==> src/rtl/gamma_interp_11bit.sv <==
// Piecewise-linear gamma re-encode over a 33-point double-buffered curve.
// Three-stage pipeline: fetch/bounds, signed slope product, round/shift/clamp.
module gamma_interp_11bit #(
  parameter int OUT_W = 10
) (
  input  logic             clk,
  input  logic             rst_n,
  input  logic             i_hs,
  input  logic             i_vs,
  input  logic [4:0]       idx,
  input  logic [10:0]      pixel_in,
  input  logic [10:0]      lowLevel,
  input  logic [10:0]      highLevel,
  input  logic             lut_we,
  input  logic [5:0]       lut_addr,
  input  logic [OUT_W-1:0] lut_wdata,
  input  logic             lut_commit,
  output logic             commit_pending,
  output logic             o_hs,
  output logic             o_vs,
  output logic [OUT_W-1:0] pix_out
);

  localparam int N  = 33;
  localparam int PW = OUT_W + 12;
  localparam int SW = PW + 1;
  localparam logic signed [SW-1:0] C_MAX = SW'((1 << OUT_W) - 1);

  typedef enum logic {
    S_IDLE,
    S_PEND
  } state_t;

  function automatic logic [OUT_W-1:0] ramp(input int k);
    int v;
    v = (k << OUT_W) / 32;
    if (v > (1 << OUT_W) - 1) v = (1 << OUT_W) - 1;
    return v[OUT_W-1:0];
  endfunction

  function automatic logic [3:0] flog2(input logic [10:0] w);
    logic [3:0] s;
    s = '0;
    for (int i = 0; i < 11; i++)
      if (w[i]) s = 4'(i);
    return s;
  endfunction

  logic [OUT_W-1:0] r_shadow [N];
  logic [OUT_W-1:0] r_active [N];

  state_t r_state;
  state_t w_state_nxt;
  logic   w_copy;
  logic   r_vs_prev;
  logic   w_vs_fall;

  assign w_vs_fall = r_vs_prev & ~i_vs;

  always_ff @(posedge clk or negedge rst_n) begin
    if (!rst_n) begin
      r_state   <= S_IDLE;
      r_vs_prev <= 1'b0;
    end else begin
      r_state   <= w_state_nxt;
      r_vs_prev <= i_vs;
    end
  end

  // A commit arriving on the copy cycle re-arms for the next frame.
  always_comb begin
    w_state_nxt = r_state;
    w_copy      = 1'b0;
    unique case (r_state)
      S_IDLE: begin
        if (lut_commit) w_state_nxt = S_PEND;
      end
      S_PEND: begin
        if (w_vs_fall) begin
          w_copy = 1'b1;
          if (!lut_commit) w_state_nxt = S_IDLE;
        end
      end
    endcase
  end

  assign commit_pending = (r_state == S_PEND);

  always_ff @(posedge clk or negedge rst_n) begin
    if (!rst_n) begin
      for (int k = 0; k < N; k++) r_shadow[k] <= ramp(k);
    end else if (lut_we && lut_addr <= 6'd32) begin
      r_shadow[lut_addr] <= lut_wdata;
    end
  end

  // Copy reads shadow before any same-cycle write lands.
  always_ff @(posedge clk or negedge rst_n) begin
    if (!rst_n) begin
      for (int k = 0; k < N; k++) r_active[k] <= ramp(k);
    end else if (w_copy) begin
      for (int k = 0; k < N; k++) r_active[k] <= r_shadow[k];
    end
  end

  logic [5:0]       w_idx0;
  logic [5:0]       w_idx1;
  logic [10:0]      w_d;
  logic [10:0]      w_w;

  assign w_idx0 = {1'b0, idx};
  assign w_idx1 = w_idx0 + 6'd1;
  assign w_d    = pixel_in - lowLevel;
  assign w_w    = highLevel - lowLevel;

  logic [OUT_W-1:0] r_y0_1;
  logic [OUT_W-1:0] r_y1_1;
  logic [10:0]      r_d_1;
  logic [3:0]       r_sh_1;
  logic             r_wz_1;
  logic             r_blank_1;

  always_ff @(posedge clk or negedge rst_n) begin
    if (!rst_n) begin
      r_y0_1    <= '0;
      r_y1_1    <= '0;
      r_d_1     <= '0;
      r_sh_1    <= '0;
      r_wz_1    <= 1'b0;
      r_blank_1 <= 1'b1;
    end else begin
      r_y0_1    <= r_active[w_idx0];
      r_y1_1    <= r_active[w_idx1];
      r_d_1     <= w_d;
      r_sh_1    <= flog2(w_w);
      r_wz_1    <= (w_w == 11'd0);
      r_blank_1 <= ~(i_hs & i_vs);
    end
  end

  logic signed [OUT_W:0]  w_dy;
  logic signed [PW-1:0]   w_dy_x;
  logic signed [PW-1:0]   w_d_x;
  logic signed [PW-1:0]   w_p;

  assign w_dy   = $signed({1'b0, r_y1_1}) - $signed({1'b0, r_y0_1});
  assign w_dy_x = w_dy;
  assign w_d_x  = $signed({{(PW-11){1'b0}}, r_d_1});
  assign w_p    = w_dy_x * w_d_x;

  logic signed [PW-1:0] r_p_2;
  logic [OUT_W-1:0]     r_y0_2;
  logic [3:0]           r_sh_2;
  logic                 r_wz_2;
  logic                 r_blank_2;

  always_ff @(posedge clk or negedge rst_n) begin
    if (!rst_n) begin
      r_p_2     <= '0;
      r_y0_2    <= '0;
      r_sh_2    <= '0;
      r_wz_2    <= 1'b0;
      r_blank_2 <= 1'b1;
    end else begin
      r_p_2     <= w_p;
      r_y0_2    <= r_y0_1;
      r_sh_2    <= r_sh_1;
      r_wz_2    <= r_wz_1;
      r_blank_2 <= r_blank_1;
    end
  end

  logic signed [SW-1:0] w_rnd;
  logic signed [SW-1:0] w_px;
  logic signed [SW-1:0] w_q;
  logic signed [SW-1:0] w_r;
  logic [OUT_W-1:0]     w_pix;

  always_comb begin
    w_rnd = '0;
    if (r_sh_2 != 4'd0) w_rnd = SW'(1) <<< (r_sh_2 - 4'd1);
    w_px = r_p_2;
    w_q  = (w_px + w_rnd) >>> r_sh_2;
    w_r  = w_q + $signed({{(SW-OUT_W){1'b0}}, r_y0_2});
  end

  always_comb begin
    w_pix = '0;
    if (r_blank_2)     w_pix = '0;
    else if (r_wz_2)   w_pix = r_y0_2;
    else if (w_r[SW-1]) w_pix = '0;
    else if (w_r > C_MAX) w_pix = C_MAX[OUT_W-1:0];
    else               w_pix = w_r[OUT_W-1:0];
  end

  logic [2:0]       r_hs_d;
  logic [2:0]       r_vs_d;
  logic [OUT_W-1:0] r_pix;

  always_ff @(posedge clk or negedge rst_n) begin
    if (!rst_n) begin
      r_hs_d <= '0;
      r_vs_d <= '0;
      r_pix  <= '0;
    end else begin
      r_hs_d <= {r_hs_d[1:0], i_hs};
      r_vs_d <= {r_vs_d[1:0], i_vs};
      r_pix  <= w_pix;
    end
  end

  assign o_hs    = r_hs_d[2];
  assign o_vs    = r_vs_d[2];
  assign pix_out = r_pix;

endmodule

==> config.mk <==
export PLATFORM = sky130hd
export DESIGN_NAME = gamma_interp_11bit
export DESIGN_NICKNAME = d
export VERILOG_FILES = /design/src/rtl/gamma_interp_11bit.sv
export SDC_FILE = /design/constraint.sdc
export NUM_CORES = 2
export LEC_CHECK = 0
export CORE_UTILIZATION = 55
export DETAILED_ROUTE_END_ITERATION = 10
export MAX_ROUTING_LAYER = met4
export PLACE_DENSITY = 0.72
export SYNTH_ARGS = -nofsm -noshare
export SYNTH_HDL_FRONTEND = slang
export SYNTH_SLANG_ARGS = --single-unit
export TNS_END_PERCENT = 20
==> constraint.sdc <==
create_clock -name clk -period 11.2 [get_ports clk]
set_clock_uncertainty 0.2 [all_clocks]
set_input_delay 3.36 -clock clk [delete_from_list [all_inputs] [get_ports clk]]
set_output_delay 3.36 -clock clk [all_outputs]
set_load 0.01 [all_outputs]
==> impl_metrics.json <==
{
  "worstSetupStartpointType": "register",
  "dr.pass1.iters": 11,
  "path_common_cell": "a21o_1",
  "max_slew_margin_pct": 15.6,
  "timing.final.crit_share_pct": 76.7,
  "io_buffers": 72,
  "hold_path_end": "r_hs_d[2]",
  "rsz0062_at_grt": "no",
  "synth_fp_nets": 3256,
  "cts_hold_buf": 0,
  "cts-root-buf": "clkbuf_16",
  "area_growth_pct": 11.0,
  "min_path_type": "reg2reg",
  "die_h_um": 275,
  "final-hold-violation-count": 0,
  "cts.path.max_buffers": 3,
  "place_congestion": 0.902,
  "r2r_end": "pix_out[4]",
  "die_w_um": 275,
  "overflow": 0,
  "worstSetupPathType": "reg2reg",
  "ctsResizeCount": 0,
  "num_vias": 25300,
  "end_kind": "register",
  "drc": 12,
  "cts_buffers": 81,
  "grt_pass1_wl_um": 159000,
  "ys_seq_elements": 752,
  "antenna_found_initial": 2,
  "holdPathStages": 0,
  "start_util_pct": 55.8,
  "violations": "DRC",
  "track_usage_pct": 28.7,
  "drv_cap": 0,
  "fin_tns_setup_ns": 0,
  "drive_gt1_share_pct": 42.2,
  "drt-total-wl_um": 102000,
  "nNetsFinal": 3280,
  "setup_viol": 0,
  "ios": 73,
  "hp-start": "r_hs_d[1]",
  "regToRegSetupSlack_ns": 2.61,
  "worstPathMaxFanout": 33,
  "synth_area_um2": 40900,
  "clock_latency_ns": 0.65,
  "synth_enable_flop_cells": 0,
  "worst_pin_slew_ns": 1.26,
  "cts.sinks": 752,
  "rows": 99,
  "final_cell_mix": "mux2_2, dfrtp_1, mux4_2",
  "yosys_warnings": 0,
  "cts.clk_slew.worst_paths_ns": 0.06,
  "cts_setup_buffers": 0,
  "syn_inst": 2985,
  "postRouteAntennaNets": 0,
  "max_freq_mhz": 116,
  "tritoncts": "yes",
  "async_reset_ff_share_pct": 100,
  "ys_seq_area_share_pct": 46.6,
  "r2r_cells": 28,
  "syn_avg_cell_area_um2": 13.7,
  "worstPathArrival_ns": 8.85,
  "mostFrequentLayoutCell": "mux2_2",
  "routedWlPerCell_um": 25.2,
  "crit_slowest_cell": "a221oi_1",
  "yosys_most_used_dff": "dfrtp_1",
  "max_stage_delay_ns": 0.69,
  "slew_viol_final": 0,
  "grt_start_max_net_pins": 197,
  "run_status": "complete, but fails checks",
  "vias_per_cell": 6.28,
  "dp_hpwl_um": 67200,
  "grt_pass1_vias": 26600,
  "synth_cell_type_count": 88,
  "cts_htree_levels": 3,
  "worstPathRequired_ns": 11.47,
  "post-route-min-period_ns": 8.59,
  "drt-initial-drc-count": 2148,
  "dieArea_um2": 75400,
  "coreArea_um2": 73200,
  "r2r_start": "r_sh_2[1]"
}
[how the worst max path moves through the flow]
stage | startpoint | endpoint | slack (ns) | cells past startpoint
2_1_floorplan | r_y1_1[0] | r_p_2[20] | 4.07 | 32
3_3_place_gp | r_sh_2[1] | pix_out[8] | 2.78 | 28
3_5_place_dp | r_sh_2[0] | pix_out[4] | 2.65 | 25
4_1_cts | r_sh_2[0] | pix_out[4] | 2.61 | 25
5_1_grt | r_sh_2[0] | pix_out[9] | 1.95 | 25
6_report | r_sh_2[1] | pix_out[4] | 2.61 | 28
[sequential cells by signal, summed over array words and instances (netlist names)]
| name | cells |
|---|---|
| commit_pending | 1 |
| r_y0_2 | 10 |
| r_p_2 | 22 |
| r_hs_d | 3 |
| r_wz_1 | 1 |
| r_active | 330 |
| r_sh_1 | 4 |
| r_y0_1 | 10 |
| r_wz_2 | 1 |
| r_blank_2 | 1 |
| r_shadow | 330 |
| r_d_1 | 11 |
| r_y1_1 | 10 |
| pix_out | 10 |
| r_blank_1 | 1 |
| r_vs_d | 3 |
| r_sh_2 | 4 |
[layer usage]
metal | up-vias | part of all wire (%) | global-route usage [%] | wire length [um]
li1 | 10800 | - | - | -
met1 | 13500 | 44 | 39.6 | 44300
met2 | 813 | 48 | 44.1 | 48400
met3 | 183 | 6.2 | 4.50 | 6260
met4 | 0 | 2.7 | 8.36 | 2730
met5 | - | 0 | - | 0
[Yosys cell counts (9+ instances only)]
library cell    n  share of area [%]
mux2_2        681                 19
dfrtp_1       570                 35
mux4_2        206                 11
dfstp_2       182                 12
inv_1         166                1.5
nand2_1       154                1.4
clkbuf_1      144                1.3
ha_1          125                3.8
nor2_1         96               0.88
fa_1           86                4.2
a21oi_1        56               0.69
xnor2_1        50                1.1
and2_1         47               0.72
a21o_1         39               0.72
o21ai_0        39               0.48
mux2i_1        28               0.69
nand3_1        23               0.28
nand2b_1       22               0.34
xor2_1         21               0.45
buf_1          20               0.18
nor2b_1        20               0.31
nor3_1         16               0.20
a211oi_1       13               0.24
o21a_1         12               0.22
a221oi_2       10               0.37
a31oi_1        10               0.15
o211ai_1       10               0.18
o21bai_1        9               0.17
[worst max-delay path: cells and delay by family (launching register included)]
| kind | cells | cell delay, ns |
|---|---|---|
| mux | 4 | 1.24 |
| flops | 1 | 0.35 |
| compound gates | 13 | 3.61 |
| simple gates | 5 | 1.20 |
| buf+inv | 3 | 0.91 |
| fa+ha+maj | 3 | 0.91 |
[logic make-up (layout without fill, tap and decap cells)]
kind of cell | after synthesis | count (layout) | share of synthesized area (%)
buffers and inverters | 342 | 435 | 3.22
muxes | 915 | 915 | 30.8
AOI/OAI and AO/OA | 263 | 263 | 4.71
other | 1 | 3 | 0.00918
adders and majority gates | 211 | 211 | 8.04
xor gates and xnor gates | 71 | 71 | 1.52
and+or+nand+nor | 430 | 430 | 5.10
DFF | 752 | 752 | 46.6
[layout make-up]
type / instances / area (um2)
Timing Repair Buffer: 116 / 1080
Inverter: 167 / 627
Clock inverter: 29 / 362
Fill cell: 5366 / 27800
Clock buffer: 123 / 2400
Sequential cell: 752 / 19000
Antenna cell: 2 / 5.00
Tap cell: 959 / 1200
Multi-Input combinational cell: 1891 / 20700
[through the flow]
step,std cells,setup WS (ns),util (%),cell area [um2],hold slack [ns]
after detailed placement,3885,2.65,58.2,42600,0.142
after CTS,4037,2.61,62.0,45400,0.139
after global routing,4037,1.95,62.0,45400,0.143
after global placement,3885,2.78,58.2,42600,0.135
after floorplan,2985,4.07,-,40900,0.131
final,4039,2.61,62.0,45400,0.145
Power is not shown: default switching activity piles up to over one toggle a cycle in this logic, so the estimate is an artifact.
